===== src/rtl/dff_bank_rr_arbiter_pkg.sv =====
// Shared types and constants for the four-way round-robin register-bank arbiter.
package dff_bank_rr_arbiter_pkg;

  typedef enum logic {StIdle = 1'b0, StBusy = 1'b1} state_e;

  localparam int unsigned NUM_REQ = 4;
  localparam int unsigned LEN_W   = 2;
  localparam int unsigned PTR_W   = 2;
  localparam int unsigned LEN_BUS_W = NUM_REQ * LEN_W;

  function automatic logic [PTR_W-1:0] onehot_to_idx(input logic [NUM_REQ-1:0] oh);
    logic [PTR_W-1:0] idx;
    idx = '0;
    for (int i = 0; i < NUM_REQ; i++) begin
      if (oh[i]) idx = PTR_W'(i);
    end
    return idx;
  endfunction

  function automatic logic [LEN_W-1:0] len_lane(input logic [LEN_BUS_W-1:0] lens,
                                                input logic [PTR_W-1:0] idx);
    return lens[idx*LEN_W +: LEN_W];
  endfunction

endpackage


===== src/rtl/dff_bank_rr_arbiter_if.sv =====
// Requester-side bundle: request levels, burst lengths, data lanes and arbiter status.
interface dff_bank_rr_arbiter_if
  import dff_bank_rr_arbiter_pkg::*;
#(
  parameter int unsigned WIDTH = 8
) ();

  logic [NUM_REQ-1:0]       req;
  logic [LEN_BUS_W-1:0]     req_len;
  logic [NUM_REQ*WIDTH-1:0] wdata;
  logic [NUM_REQ-1:0]       grant;
  logic [NUM_REQ-1:0]       done;
  logic                     busy;
  logic [WIDTH-1:0]         q;

  modport master (output req, req_len, wdata, input grant, done, busy, q);
  modport slave  (input req, req_len, wdata, output grant, done, busy, q);

endinterface


===== src/rtl/dff_bank_rr_pick4.sv =====
// Combinational four-way round-robin pick: first request at or after i_ptr, wrapping 3->0.
module rr_pick4
  import dff_bank_rr_arbiter_pkg::*;
(
  input  logic [NUM_REQ-1:0] i_req,
  input  logic [PTR_W-1:0]   i_ptr,
  output logic [NUM_REQ-1:0] o_winner,
  output logic               o_valid
);

  always_comb begin
    o_winner = '0;
    o_valid  = 1'b0;
    for (int k = 0; k < NUM_REQ; k++) begin
      if (!o_valid && i_req[i_ptr + PTR_W'(k)]) begin
        o_winner[i_ptr + PTR_W'(k)] = 1'b1;
        o_valid                     = 1'b1;
      end
    end
  end

endmodule


===== src/rtl/dff_bank_rr_arbiter.sv =====
// Round-robin arbiter granting a shared WIDTH-bit flop bank to one of four burst requesters.
module dff_bank_rr_arbiter
  import dff_bank_rr_arbiter_pkg::*;
#(
  parameter int unsigned WIDTH = 8
) (
  input logic                  clk,
  input logic                  reset,
  dff_bank_rr_arbiter_if.slave bus
);

  state_e             r_state, w_state_d;
  logic [NUM_REQ-1:0] r_grant, w_grant_d;
  logic [PTR_W-1:0]   r_ptr, w_ptr_d;
  logic [LEN_W-1:0]   r_cnt, w_cnt_d;
  logic [WIDTH-1:0]   r_q;

  logic [NUM_REQ-1:0] w_winner;
  logic               w_valid;
  logic [PTR_W-1:0]   w_idx;
  logic               w_live;
  logic               w_we;
  logic [NUM_REQ-1:0] w_done;

  rr_pick4 u_pick (
    .i_req    (bus.req),
    .i_ptr    (r_ptr),
    .o_winner (w_winner),
    .o_valid  (w_valid)
  );

  assign w_idx  = onehot_to_idx(r_grant);
  // A granted requester dropping its request aborts the burst.
  assign w_live = |(r_grant & bus.req);

  always_comb begin
    w_state_d = r_state;
    w_grant_d = r_grant;
    w_ptr_d   = r_ptr;
    w_cnt_d   = r_cnt;
    w_we      = 1'b0;
    w_done    = '0;
    case (r_state)
      StIdle: begin
        if (w_valid) begin
          w_grant_d = w_winner;
          w_cnt_d   = len_lane(bus.req_len, onehot_to_idx(w_winner));
          w_state_d = StBusy;
        end
      end
      StBusy: begin
        if (w_live) begin
          w_we = 1'b1;
          if (r_cnt == '0) w_done = r_grant;
          else             w_cnt_d = r_cnt - 1'b1;
        end
        if (!w_live || r_cnt == '0) begin
          w_grant_d = '0;
          w_ptr_d   = w_idx + 1'b1;
          w_state_d = StIdle;
        end
      end
      default: w_state_d = StIdle;
    endcase
  end

  always_ff @(posedge clk or negedge reset) begin
    if (!reset) begin
      r_state <= StIdle;
      r_grant <= '0;
      r_ptr   <= '0;
      r_cnt   <= '0;
    end else begin
      r_state <= w_state_d;
      r_grant <= w_grant_d;
      r_ptr   <= w_ptr_d;
      r_cnt   <= w_cnt_d;
    end
  end

  always_ff @(posedge clk or negedge reset) begin
    if (!reset)    r_q <= '0;
    else if (w_we) r_q <= bus.wdata[w_idx*WIDTH +: WIDTH];
  end

  assign bus.grant = r_grant;
  assign bus.done  = w_done;
  assign bus.busy  = |r_grant;
  assign bus.q     = r_q;

endmodule


===== src/flat_wrapper.sv =====
// flat-port wrapper written by rule: the top's interface ports become plain ports
module dff_bank_rr_arbiter_flat import dff_bank_rr_arbiter_pkg::*;
#(
  parameter int unsigned WIDTH = 8
)
  (clk, reset, bus_req, bus_req_len, bus_wdata, bus_grant, bus_done, bus_busy, bus_q);
  dff_bank_rr_arbiter_if #(.WIDTH(WIDTH)) bus_i ();
  input logic clk;
  input logic reset;
  input wire logic [$bits(bus_i.req)-1:0] bus_req;
  input wire logic [$bits(bus_i.req_len)-1:0] bus_req_len;
  input wire logic [$bits(bus_i.wdata)-1:0] bus_wdata;
  output wire logic [$bits(bus_i.grant)-1:0] bus_grant;
  output wire logic [$bits(bus_i.done)-1:0] bus_done;
  output wire logic [$bits(bus_i.busy)-1:0] bus_busy;
  output wire logic [$bits(bus_i.q)-1:0] bus_q;
  assign bus_i.req = bus_req;
  assign bus_i.req_len = bus_req_len;
  assign bus_i.wdata = bus_wdata;
  assign bus_grant = bus_i.grant;
  assign bus_done = bus_i.done;
  assign bus_busy = bus_i.busy;
  assign bus_q = bus_i.q;
  dff_bank_rr_arbiter #(.WIDTH(WIDTH)) u_core (.clk(clk), .reset(reset), .bus(bus_i));
endmodule

===== config.mk =====
export PLATFORM = sky130hd
export DESIGN_NAME = dff_bank_rr_arbiter_flat
export DESIGN_NICKNAME = d
export VERILOG_FILES = /design/src/rtl/dff_bank_rr_arbiter_pkg.sv /design/src/rtl/dff_bank_rr_arbiter_if.sv /design/src/rtl/dff_bank_rr_pick4.sv /design/src/rtl/dff_bank_rr_arbiter.sv /design/src/flat_wrapper.sv
export SDC_FILE = /design/constraint.sdc
export NUM_CORES = 1
export LEC_CHECK = 0
export CORE_MARGIN = 5
export CORE_UTILIZATION = 46
export CTS_CLUSTER_DIAMETER = 40
export CTS_CLUSTER_SIZE = 14
export DETAILED_ROUTE_END_ITERATION = 16
export PLACE_DENSITY = 0.84
export SETUP_SLACK_MARGIN = 0.2
export SLEW_MARGIN = 25
export SYNTH_ARGS = -nofsm -noshare
export SYNTH_HDL_FRONTEND = slang
export SYNTH_HIERARCHICAL = 1
export SYNTH_SLANG_ARGS = --single-unit

===== constraint.sdc =====
create_clock -name clk -period 4.2 [get_ports clk]
set_input_delay 1.26 -clock clk [delete_from_list [all_inputs] [get_ports clk]]
set_output_delay 1.26 -clock clk [all_outputs]
set_load 0.01 [all_outputs]

Yosys cells after proc, flatten, opt, wreduce, memory -nomap -nowiden --
Cells that the tools add are included.
Word-level totals: word-level logic and storage cells 94, input bits 46, output and inout bits 17, register bits 17
Operators by class: eq/ne operators 4, reduce and logical (&&, ||, !) cells 18, bitwise gates (word level) 5, $add $sub $neg 5, $lt $le $gt $ge 8, muxes and demuxes 47, shift operators 2
Operator list (count):
- $mux W4 | 9
- $shiftx A32 B6 Y8 | 1
- $mux W1 | 18
- $mux W2 | 9
- $lt A2 B3 Y1 const B | 4
- $or A4 B4 Y4 | 3
- $bmux W1 S2 | 4
- $demux W1 S2 | 4
- $ge A2 B1 Y1 const B | 4
- $ne A2 B2 Y1 const B | 4
- $pmux W4 S2 | 1
- $reduce_or A4 Y1 | 2
- $shiftx A8 B4 Y2 | 1
- $logic_and A1 B1 Y1 | 7
- $add A2 B1 Y2 const B | 2
- $add A2 B2 Y2 const B | 2
- $and A4 B4 Y4 | 1
- $logic_not A1 Y1 | 4
- $pmux W2 S2 | 1
- $reduce_and A2 Y1 | 2
- $reduce_and A3 Y1 | 1
- $logic_not A2 Y1 | 1
- $pmux W1 S2 | 1
- $sub A2 B1 Y2 const B | 1
- other kinds (2) | 2

Logic depth before layout (Yosys ltp) --
Gate-level depths: netlist of the first run.
depth after elaboration 20, depth in mapped cells 11, depth with buffers taken out 10

By module --
Netlist of the first run, hierarchy kept.
Modules (own cells, without submodules):
- dff_bank_rr_arbiter | area an instance 1113.6 µm², instances 1, cells each 114, seq. area each 425.4 µm²
- rr_pick4 | area an instance 494.2 µm², instances 1, cells each 62, seq. area each 0.0 µm²

Worst setup path before layout of the first run --
Ideal clock, no wire load.
path kind input to output, start point input port bus_req[0], end point output port bus_done[0], stages on the path 4, data arrival time 2.073 ns, buffers on the path 1, data required time 2.940 ns, setup slack 0.867 ns, cells stage by stage a22o_2 > o21a_4 > buf_6 > and3_1
Between the ends: longest elaborated chain between the ends 4
RTL lines:
- start: declaration | line flat_wrapper.sv:10 | input wire logic [$bits(bus_i.req)-1:0] bus_req;
- $and A4 B4 Y4 | line dff_bank_rr_arbiter.sv:34 | assign w_live = |(r_grant & bus.req);
- $reduce_or A4 Y1 | line dff_bank_rr_arbiter.sv:34
- $mux W4 | line dff_bank_rr_arbiter.sv:52 | if (w_live) begin
- $mux W4 | line dff_bank_rr_arbiter.sv:43 | case (r_state)
- end: declaration | line flat_wrapper.sv:14 | output wire logic [$bits(bus_i.done)-1:0] bus_done;
Every way passes these cells.

Worst setup path in the final report of the first run --
start point input port bus_req[1], end point output port bus_done[2]
Same word-level chain as after synthesis.

==> impl_results.md, run 1 <==
- TritonCTS buffer count: 3
- DR vias: about 1600
- Die Wd: approximately 69 um
- Max stage delay on crit path: around 0.43 ns
- CP Class: in -> out
- Worst path top cell family by delay: buffers and inverters
- Dpl hpwl: 3689 um
- DRC violations left: 0
- Critical-path top delay cell: clkdlybuf4s50_1
- Worst-path clk slew: ~0.10 ns
- Net Sw Frac: 0.4539
- Per-cell routed wire length: approximately 16 um
- Synth Area in Simple Gates: 0.1556
- VDD IR-drop max: approximately 420 uV
- Clock network power share: 0.066
- I/O pin count: 63
- Vias in the first global route: 1531
- Reg-to-reg endpoint: u_core/r_cnt[1]
- Area delta synth->final: 42.49%
- Logic pwr share: 0.689
- Fin crit period: 3.912 ns
- Adder-Cell Fraction of Synth Area: 0.05447
- Final Hold Fails: 0
- RR Startpoint: u_core/r_ptr[0]
- Max clock buf depth: 2
- Main combinational cell family by area after synthesis: compound AO/OA/AOI/OAI gates
- Arrival @ worst endpoint: between 2 and 3 ns
- Fin crit share: 0.9315
- Power Density: 620.5 nW/um^2
- Post-layout util: 0.6812
- Largest net degree at the start of global routing: 23
- Library cells used by synthesis: 43
- CTS tree: built
- Final net count: approximately 290
- DRT Wirelength: between 4000 and 5000 um
- Actual slew at the worst max-slew pin: around 0.77 ns
- Ys flop type: dfrtp_1
- Sequential area share after synthesis: 0.2646
- Final hold slack: about 0.54 ns
- Synth Register Bits: 17
- Row count: 21
- Vias per cell: approximately 5.5
- Initial antenna violation count: 0
- Critical path capture point type: primary output
- Clock Skew: between 0.01 and 0.015 ns
- Worst-Skew Late Latency: 0.30 ns
- Synth warn: 6
- Die Span Y: about 69 um
- Mapped cell area: 1608 um^2
- Root Buffer: clkbuf_4
- Clk sinks: 17
- Overall power: around 1.4 mW
- Hold/Removal Path Class: reg -> reg
- Synth Area in Compound Gates: 0.2560
- Pre-Repair DR Iteration Count: 5
- Hold depth: 2
- Gr ovfl total: 0
- Multiplexer share of the synthesized area: 0.2031
- Fmax: between 200 and 300 MHz
- Die ar.: 4778 um^2
- Number of synthesized flops with an enable pin: 0
- Flop pwr share: 0.245
- Worst hold start: u_core/bus.q[0]
- Setup violators final: 0
- Synthesized instance count: around 180
- CTS Hold Bufs: 0
- Status: finished, final reports clean
- Cell Int Power: between 700 and 800 uW
- Buf/Inv on CP: 2
- Hold endpoint: u_core/bus.q[0]
- Gr usage total: 0.1955
- Pins over their slew limit: 0
- Worst Path Max Fanout: 5
- Input/output buffers: between 60 and 70
- Post-Synth XOR/XNOR Area: 0
- # H-tree levels: 1
- CP cell instances: clkdlybuf4s50_1 > a22o_4 > o21a_4 > and3_1 > dlygate4sd2_1
- Share of cells above drive strength 1: 0.1176
- R2r worst-path depth: 9
- Slew HR: 0.4837
- Crit start category: input pin
- Global-route wire length before repair: ~7700 um
- Switching power: 645.3 uW
- Unrepaired setup endpoints after global routing: no
- Post-synth ARST share: 1.000
- Routed Antenna Nets: 0
- Syn_nets: 229
- Post-route setup TNS: 0 ns
- Worst endpoint required time: 2.94 ns
- Pleak: 0.9512 nW
- Mean Syn Cell Area: approximately 9 um^2
- Initial Util: 0.4781
- Final Wtd Congestion: 0.8789
- R2R Setup Slk: around 1.0 ns
- Initial DRC Count: 89
- Core Footprint: 3363 um^2
- Maxcap violations: 0
- Antenna Cells: 0
## cell usage after synthesis (2+ instances only)
cell type / count / area, um^2
buf_2: 3 / 15.01
o2bb2ai_1: 4 / 35.03
o21ai_0: 8 / 40.04
dfrtp_1: 17 / 425.4
inv_1: 7 / 26.28
nand2_1: 13 / 48.80
a21oi_1: 9 / 45.04
nand2b_1: 6 / 37.54
mux2_4: 2 / 30.03
o21a_4: 2 / 30.03
nor2_1: 18 / 67.56
mux2_2: 3 / 33.78
a31o_1: 2 / 17.52
ha_1: 7 / 87.58
buf_6: 4 / 45.04
a211oi_1: 2 / 15.01
a22o_1: 4 / 35.03
o22ai_1: 8 / 50.05
clkbuf_1: 4 / 15.01
a211o_1: 2 / 17.52
a221oi_2: 2 / 30.03
o211ai_1: 2 / 15.01
mux2i_1: 24 / 240.2
and3_1: 4 / 25.02
## repair_timing
item / 4_1_cts / 5_1_grt
setup endpoints to repair: 4 / 0
buffers inserted: 0 / 0
gates resized for setup: 4 / 0
## worst register-to-register path, delay by kind of cell (launching register included)
family                   cells  cell delay, ns
AO/OA/AOI/OAI                4            0.86
adder cells (fa/ha/maj)      1            0.46
buffers and inverters        1            0.23
flip-flops                   1            0.75
multiplexers                 3            0.78
## layer usage
layer | GRT usage | up-vias | part of all wire
li1 | - | 775 | -
met1 | 0.2373 | 737 | 0.40
met2 | 0.3570 | 42 | 0.55
met3 | 0.03924 | 2 | 0.043
met4 | 0.03471 | 0 | 0.0032
met5 | 0 | - | 0
## cell usage in the layout, fill, tap and decap left out, types with 6 or more instances in the layout
| cell type | Yosys | final |
|---|---|---|
| ha_1 | 7 | 7 |
| nand2_1 | 13 | 13 |
| clkdlybuf4s50_1 | 0 | 58 |
| dfrtp_1 | 17 | 17 |
| buf_4 | 0 | 8 |
| a21oi_1 | 9 | 9 |
| inv_1 | 7 | 7 |
| mux2i_1 | 24 | 24 |
| nand2b_1 | 6 | 6 |
| nor2_1 | 18 | 18 |
| o22ai_1 | 8 | 8 |
| o21ai_0 | 8 | 8 |
## metrics by stage
step                instances  instance area, um^2  worst slack (ns)
global placement          280                 2266            0.1078
floorplan                 176                 1608            0.8669
global route              284                 2291            0.2373
CTS                       284                 2291            0.2791
detailed placement        280                 2266           0.08135
finish                    284                 2291            0.2876
## cell type report
cell class / instances / area (um^2)
Clock inverter: 1 / 7.507
Sequential cell: 17 / 425.4
Clock buffer: 3 / 22.52
Fill cell: 297 / 1072
Inverter: 7 / 26.28
Timing Repair Buffer: 70 / 675.6
Multi-Input combinational cell: 140 / 1076
Tap cell: 46 / 57.56
## registers in the layout, summed over array words and instances (netlist names)
register / flops
u_core/bus.q: 8
u_core/bus.grant: 4
u_core/r_cnt: 2
u_core/r_ptr: 2
u_core/r_state: 1
## how the worst max path moves through the flow
stage | cells past startpoint | startpoint | endpoint | slack, ns
detailed placement | 5 | bus_req[1] | bus_done[2] | 0.08
global route | 5 | bus_req[1] | bus_done[1] | 0.24
CTS | 5 | bus_req[1] | bus_done[2] | 0.28
floorplan | 4 | bus_req[0] | bus_done[0] | 0.87
global placement | 5 | bus_req[1] | bus_done[1] | 0.11
finish | 5 | bus_req[1] | bus_done[2] | 0.29
## power groups by stage
stage	Sequential (mW)	Clock (mW)	Combinational [mW]
6_report	0.349	0.0937	0.979
5_1_grt	0.368	0.105	1.07
4_1_cts	0.351	0.0968	0.977
3_5_place_dp	0.354	0	0.972
3_3_place_gp	0.351	0	0.946
2_1_floorplan	0.330	0	0.697
## cell families after synthesis
kind of cell / after synthesis
muxes: 30
buffers and inverters: 19
AOI/OAI and AO/OA: 52
DFF: 17
adders and majority gates: 7
and+or+nand+nor: 51
No activity file was read; power rests on OpenSTA's default activity.
==> inputs of run 2 (changes only) <==
--- a/config.mk
+++ b/config.mk
@@ -10,6 +10,7 @@
 export CTS_CLUSTER_DIAMETER = 40
 export CTS_CLUSTER_SIZE = 14
 export DETAILED_ROUTE_END_ITERATION = 16
+export MAX_ROUTING_LAYER = met4
 export PLACE_DENSITY = 0.84
 export SETUP_SLACK_MARGIN = 0.2
 export SLEW_MARGIN = 25
==> run 2 against run 1 <==
Against the previous run: register-to-register slack about the same; global-route usage grew 0.55 points; utilization is the same; critical path depth did not move; die area unchanged.
==> impl_results.md, run 2 (synthesized netlist as in run 1, its figures left out) <==
- Status: finished, final reports clean
- Clock network power share: 0.065 (about the same)
- Largest net degree at the start of global routing: 23 (unchanged)
- Area delta synth->final: 42.49% (unchanged)
- Global-route wire length before repair: 7714 um (+0.27%)
- Actual slew at the worst max-slew pin: 0.7636 ns (-0.008344 ns)
- Cell Int Power: 776.5 uW (about the same)
- Antenna Cells: 0 (unchanged)
- Initial antenna violation count: 0 (unchanged)
- Vias in the first global route: 1530 (-0.065%)
- Arrival @ worst endpoint: 2.65 ns (about the same)
- Flop pwr share: 0.246 (about the same)
- # H-tree levels: 1 (unchanged)
- Power Density: 620.4 nW/um^2 (about the same)
- Critical-path top delay cell: clkdlybuf4s50_1
- Most frequent cells in the layout: clkdlybuf4s50_1, mux2i_1, nor2_1
- Dpl hpwl: 3689 um (unchanged)
- Root Buffer: clkbuf_4
- Worst endpoint required time: 2.94 ns (about the same)
- Fmax: 255.7 MHz (about the same)
- Clock Skew: 0.009568 ns (-0.003313 ns)
- Post-route setup TNS: 0 ns (unchanged)
- Critical path capture point type: primary output
- Worst-path clk slew: 0.10 ns (about the same)
- Pleak: 0.9512 nW (unchanged)
- Share of cells above drive strength 1: 0.1176 (unchanged)
- Initial Util: 0.4781 (unchanged)
- Met1 GRT Util: 0.2382 (+0.0008921)
- Buf/Inv on CP: 2 (unchanged)
- Clk sinks: 17 (unchanged)
- Maxcap violations: 0 (unchanged)
- CP cell instances: clkdlybuf4s50_1 > a22o_4 > o21a_4 > and3_1 > dlygate4sd2_1
- Met3 Use GR: 0.03779 (-0.001453)
- Final Hold Fails: 0 (unchanged)
- Final net count: 292 (unchanged)
- Cells after DPL: 280 (unchanged)
- Pre-Repair DR Iteration Count: 4 (-1)
- DR vias: 1560 (+0.26%)
- Pins over their slew limit: 0 (unchanged)
- Setup ws final: 0.2890 ns (+0.001439 ns)
- CP Class: in -> out
- Crit start category: input pin
- Logic pwr share: 0.689 (about the same)
- Slew HR: 0.4893 (+0.005580)
- CTS tree: built
- Worst path top cell family by delay: buffers and inverters
- Initial DRC Count: 81 (-9.0%)
- DRC violations left: 0 (unchanged)
- Unrepaired setup endpoints after global routing: no
- Routed Antenna Nets: 0 (unchanged)
- Die Wd: 69.12 um (unchanged)
- Met2 usage: 0.3570 (unchanged)
- Max stage delay on crit path: 0.43 ns (about the same)
- DRT Wirelength: 4622 um (-0.32%)
- Max clock buf depth: 2 (unchanged)
- Hold/Removal Path Class: reg -> reg
- Setup violators final: 0 (unchanged)
- Die ar.: 4778 um^2 (unchanged)
- Core Footprint: 3363 um^2 (unchanged)
- CTS Hold Bufs: 0 (unchanged)
- Pre-CTS setup slack: 0.08135 ns (unchanged)
- Row count: 21 (unchanged)
- Largest register FFs: 8 (unchanged)
- Post-layout util: 0.6812 (unchanged)
- Gr usage total: 0.2010 (+0.005475)
- GR peak layer: met2
- Worst-Skew Late Latency: 0.30 ns (about the same)
- VDD IR-drop max: 414.6 uV (-0.64%)
- Fin crit period: 3.911 ns (-0.001439 ns)
- Die Span Y: 69.12 um (unchanged)
- Finished Layout Cells: 284 (unchanged)
- I/O pin count: 63 (unchanged)
- Final Wtd Congestion: 0.8934 (+1.6%)
- Most common cell after layout, fill and taps aside: clkdlybuf4s50_1
- Per-cell routed wire length: 16.27 um (-0.32%)
- Gr ovfl total: 0 (unchanged)
- Worst Path Max Fanout: 5 (unchanged)
- Vias per cell: 5.493 (+0.26%)
- Fin crit share: 0.9312 (about the same)
- Input/output buffers: 62 (unchanged)
- Net Sw Frac: 0.4537 (about the same)
- TritonCTS buffer count: 3 (unchanged)
- Switching power: 644.8 uW (about the same)
[run 2: path summary, 6_finish.rpt]
kind	slack, ns	cells past startpoint	start	end
worst max-delay path	0.29	5	bus_req[1]	bus_done[2]
worst min-delay path	0.53	2	u_core/bus.q[0]	u_core/bus.q[0]
worst max register to register	1.00	9	u_core/r_ptr[0]	u_core/r_cnt[1]
worst min register to register	0.53	2	u_core/bus.q[0]	u_core/bus.q[0]
max in group asynchronous	2.32	1	reset	u_core/bus.q[0]
min in group asynchronous	1.39	1	reset	u_core/bus.q[1]
[run 2: layout make-up]
type                    instances  area, um^2
fillers                       297        1072
clock inverters                 1       7.507
clock buffers                   3       22.52
well taps                      46       57.56
flip-flops and latches         17       425.4
inverters                       7       26.28
repair buffers                 70       675.6
multi-input cells             140        1076
[run 2: routing by layer]
| layer | vias to the layer above | part of all wire | wire, um |
|---|---|---|---|
| li1 | 780 | - | - |
| met5 | - | 0 | 0 |
| met1 | 734 | 0.40 | 1858 |
| met2 | 40 | 0.55 | 2546 |
| met4 | 0 | 0.0082 | 38 |
| met3 | 6 | 0.039 | 179 |
[run 2: tightest hold or removal path: stages, from the launching register on]
cell and delay [ns]:
dfrtp_1 0.35, nor2_1 0.05, a21oi_1 0.10
[run 2: power groups by stage]
stage,Combinational (mW),Sequential [mW],Clock (mW)
finish,0.979,0.350,0.0925
global route,1.07,0.368,0.105
CTS,0.977,0.351,0.0968
detailed placement,0.972,0.354,0
global placement,0.946,0.351,0
floorplan,0.697,0.330,0
[run 2: metrics by stage]
step,area [um^2],power (mW),hold slack (ns)
after floorplan,1608,1.027,0.5024
after global placement,2266,1.297,0.5091
after detailed placement,2266,1.327,0.5154
after CTS,2291,1.424,0.5379
after global routing,2291,1.538,0.5772
final,2291,1.421,0.5318
[run 2: timing repair]
item | in CTS | in global routing
endpoints found under the setup margin | 4 | 0
gates resized for setup | 4 | 0
buffers inserted | 0 | 0
==> inputs of run 3 (changes only) <==
--- a/config.mk
+++ b/config.mk
@@ -18,3 +18,4 @@
 export SYNTH_HDL_FRONTEND = slang
 export SYNTH_HIERARCHICAL = 1
 export SYNTH_SLANG_ARGS = --single-unit
+export TNS_END_PERCENT = 30
==> run 3 against run 2 <==
Against the previous run: utilization up 0.19 points; largest cell class unchanged; via count is 0.77% lower; critical path type unchanged; final area grew 0.27%; worst setup slack worse by 0.19 ns.
==> impl_results.md, run 3 (synthesized netlist as in run 1, its figures left out) <==
- CTS Hold Bufs: 0 (unchanged)
- Finished Layout Cells: 284 (unchanged)
- Largest register FFs: 8 (unchanged)
- Final hold slack: 0.5313 ns (-0.0004970 ns)
- DR vias: 1548 (-0.77%)
- Area delta synth->final: 42.88%
- Worst path top cell family by delay: buffers and inverters
- VDD IR-drop max: 411.8 uV (-0.68%)
- Initial DRC Count: 90 (+11%)
- RR Startpoint: u_core/r_ptr[0]
- Reg-to-reg endpoint: u_core/r_cnt[1]
- Initial Util: 0.4781 (unchanged)
- Max clock buf depth: 2 (unchanged)
- Buf/Inv on CP: 2 (unchanged)
- CP cell instances: clkdlybuf4s50_1 > a22o_4 > o21a_4 > and3_1 > clkdlybuf4s50_1
- Fin crit share: 0.9771 (+0.04590)
- Post-CTS setup buffer count: 0 (unchanged)
- Pleak: 0.9553 nW (+0.44%)
- Dpl hpwl: 3689 um (unchanged)
- Core Footprint: 3363 um^2 (unchanged)
- Critical-path top delay cell: clkdlybuf4s50_1
- Die Wd: 69.12 um (unchanged)
- DRT Wirelength: 4592 um (-0.65%)
- Crit path launch: bus_req[1]
- Largest net degree at the start of global routing: 23 (unchanged)
- I/O pin count: 63 (unchanged)
- Input/output buffers: 62 (unchanged)
- CP Class: in -> out
- Maxcap violations: 0 (unchanged)
- Unrepaired setup endpoints after global routing: yes
- CTS tree: built
- Per-cell routed wire length: 16.17 um (-0.65%)
- Post-route setup TNS: 0 ns (unchanged)
- Worst Setup EP: bus_done[3]
- Vias in the first global route: 1530 (unchanged)
- Worst Path Max Fanout: 5 (unchanged)
- Row count: 21 (unchanged)
- R2r worst-path depth: 9 (unchanged)
- Status: finished, final reports clean
- Power Density: 617.8 nW/um^2 (-0.41%)
- Pins over their slew limit: 0 (unchanged)
- Worst-Skew Late Latency: 0.30 ns (about the same)
- R2R Setup Slk: 1.03 ns (+0.03 ns)
- Routed Antenna Nets: 0 (unchanged)
- Final net count: 292 (unchanged)
- Worst path depth: 5 (unchanged)
- Arrival @ worst endpoint: 2.84 ns (+0.19 ns)
- Critical path capture point type: primary output
- Crit start category: input pin
- Most frequent cells in the layout: clkdlybuf4s50_1, mux2i_1, nor2_1
- Worst-path clk slew: 0.10 ns (about the same)
- Clock Skew: 0.007345 ns (-0.002223 ns)
- Top cell by count, worst path: clkdlybuf4s50_1
- Fin crit period: 4.104 ns (+0.1928 ns)
- DRC violations left: 0 (unchanged)
- Gr ovfl total: 0 (unchanged)
- Actual slew at the worst max-slew pin: 0.7717 ns (+0.008100 ns)
- Pre-Repair DR Iteration Count: 4 (unchanged)
- Gr usage total: 0.2010 (unchanged)
- Die ar.: 4778 um^2 (unchanged)
- Clk sinks: 17 (unchanged)
- Antenna Cells: 0 (unchanged)
- Global-route wire length before repair: 7714 um (unchanged)
- Fmax: 243.7 MHz (-4.7%)
- Cells after DPL: 280 (unchanged)
- # H-tree levels: 1 (unchanged)
- Vias per cell: 5.451 (-0.77%)
- Share of cells above drive strength 1: 0.1176 (unchanged)
- Final Wtd Congestion: 0.8934 (unchanged)
- Final Hold Fails: 0 (unchanged)
- Max stage delay on crit path: 0.47 ns (+0.04 ns)
- Slew HR: 0.4839 (-0.005417)
- Root Buffer: clkbuf_4
- TritonCTS buffer count: 3 (unchanged)
- Hold/Removal Path Class: reg -> reg
- Setup violators final: 0 (unchanged)
- Worst endpoint required time: 2.94 ns (about the same)
- Die Span Y: 69.12 um (unchanged)
- Initial antenna violation count: 0 (unchanged)
- Most common cell after layout, fill and taps aside: clkdlybuf4s50_1
[run 3: changes by cell type in the layout (fill, tap and decap cells not counted)]
cell / delta
dlygate4sd2_1: -3
clkdlybuf4s50_1: +2
dlymetal6s2s_1: +1
[run 3: worst min-delay path, stage by stage (launching register included)]
cell and delay (ns):
dfrtp_1 0.35, nor2_1 0.05, a21oi_1 0.10
[run 3: metal layers]
metal	GRT usage	vias to the layer above	part of all wire
met5	-	-	0
met4	0.03471	0	0.0033
met3	0.03779	2	0.037
met2	0.3570	33	0.56
met1	0.2382	732	0.40
li1	-	781	-
[run 3: worst min path at each step]
stage                          from               to  slack, ns  cells past startpoint
finish              u_core/bus.q[0]  u_core/bus.q[0]       0.53                      2
global route        u_core/bus.q[0]  u_core/bus.q[0]       0.58                      2
CTS                 u_core/bus.q[0]  u_core/bus.q[0]       0.54                      2
detailed placement  u_core/bus.q[0]  u_core/bus.q[0]       0.52                      2
global placement    u_core/bus.q[4]  u_core/bus.q[4]       0.51                      2
floorplan           u_core/r_cnt[1]  u_core/r_cnt[1]       0.50                      2
[run 3: timing repair]
item / 4_1_cts / 5_1_grt
hold endpoints to repair: 0 / 0
endpoints found under the setup margin: 4 / 3
resized for setup: 1 / 1
[run 3: report_power, final]
part	internal (mW)	leakage (nW)	total [mW]	switching, mW
registers	0.241	0.200	0.349	0.108
clock network	0.0363	0.0139	0.0919	0.0556
logic	0.500	0.742	0.978	0.478
total	0.777	0.955	1.42	0.642
[run 3: final cells by class]
cell class	count	area (um^2)
fill	293	1066
timing repair buffer	70	681.9
multi-input combinational	140	1076
clock inverter	1	7.507
inverter	7	26.28
clock buffer	3	22.52
tap	46	57.56
sequential	17	425.4
[run 3: metrics by stage]
| step | power, mW | cell area [um^2] | utilization | setup WS (ns) |
|---|---|---|---|---|
| finish | 1.419 | 2297 | 0.6830 | 0.09621 |
| global route | 1.539 | 2297 | 0.6830 | 0.04126 |
| CTS | 1.426 | 2295 | 0.6823 | 0.08942 |
| detailed placement | 1.327 | 2266 | 0.6737 | 0.08135 |
| global placement | 1.297 | 2266 | 0.6737 | 0.1078 |
| floorplan | 1.027 | 1608 | - | 0.8669 |
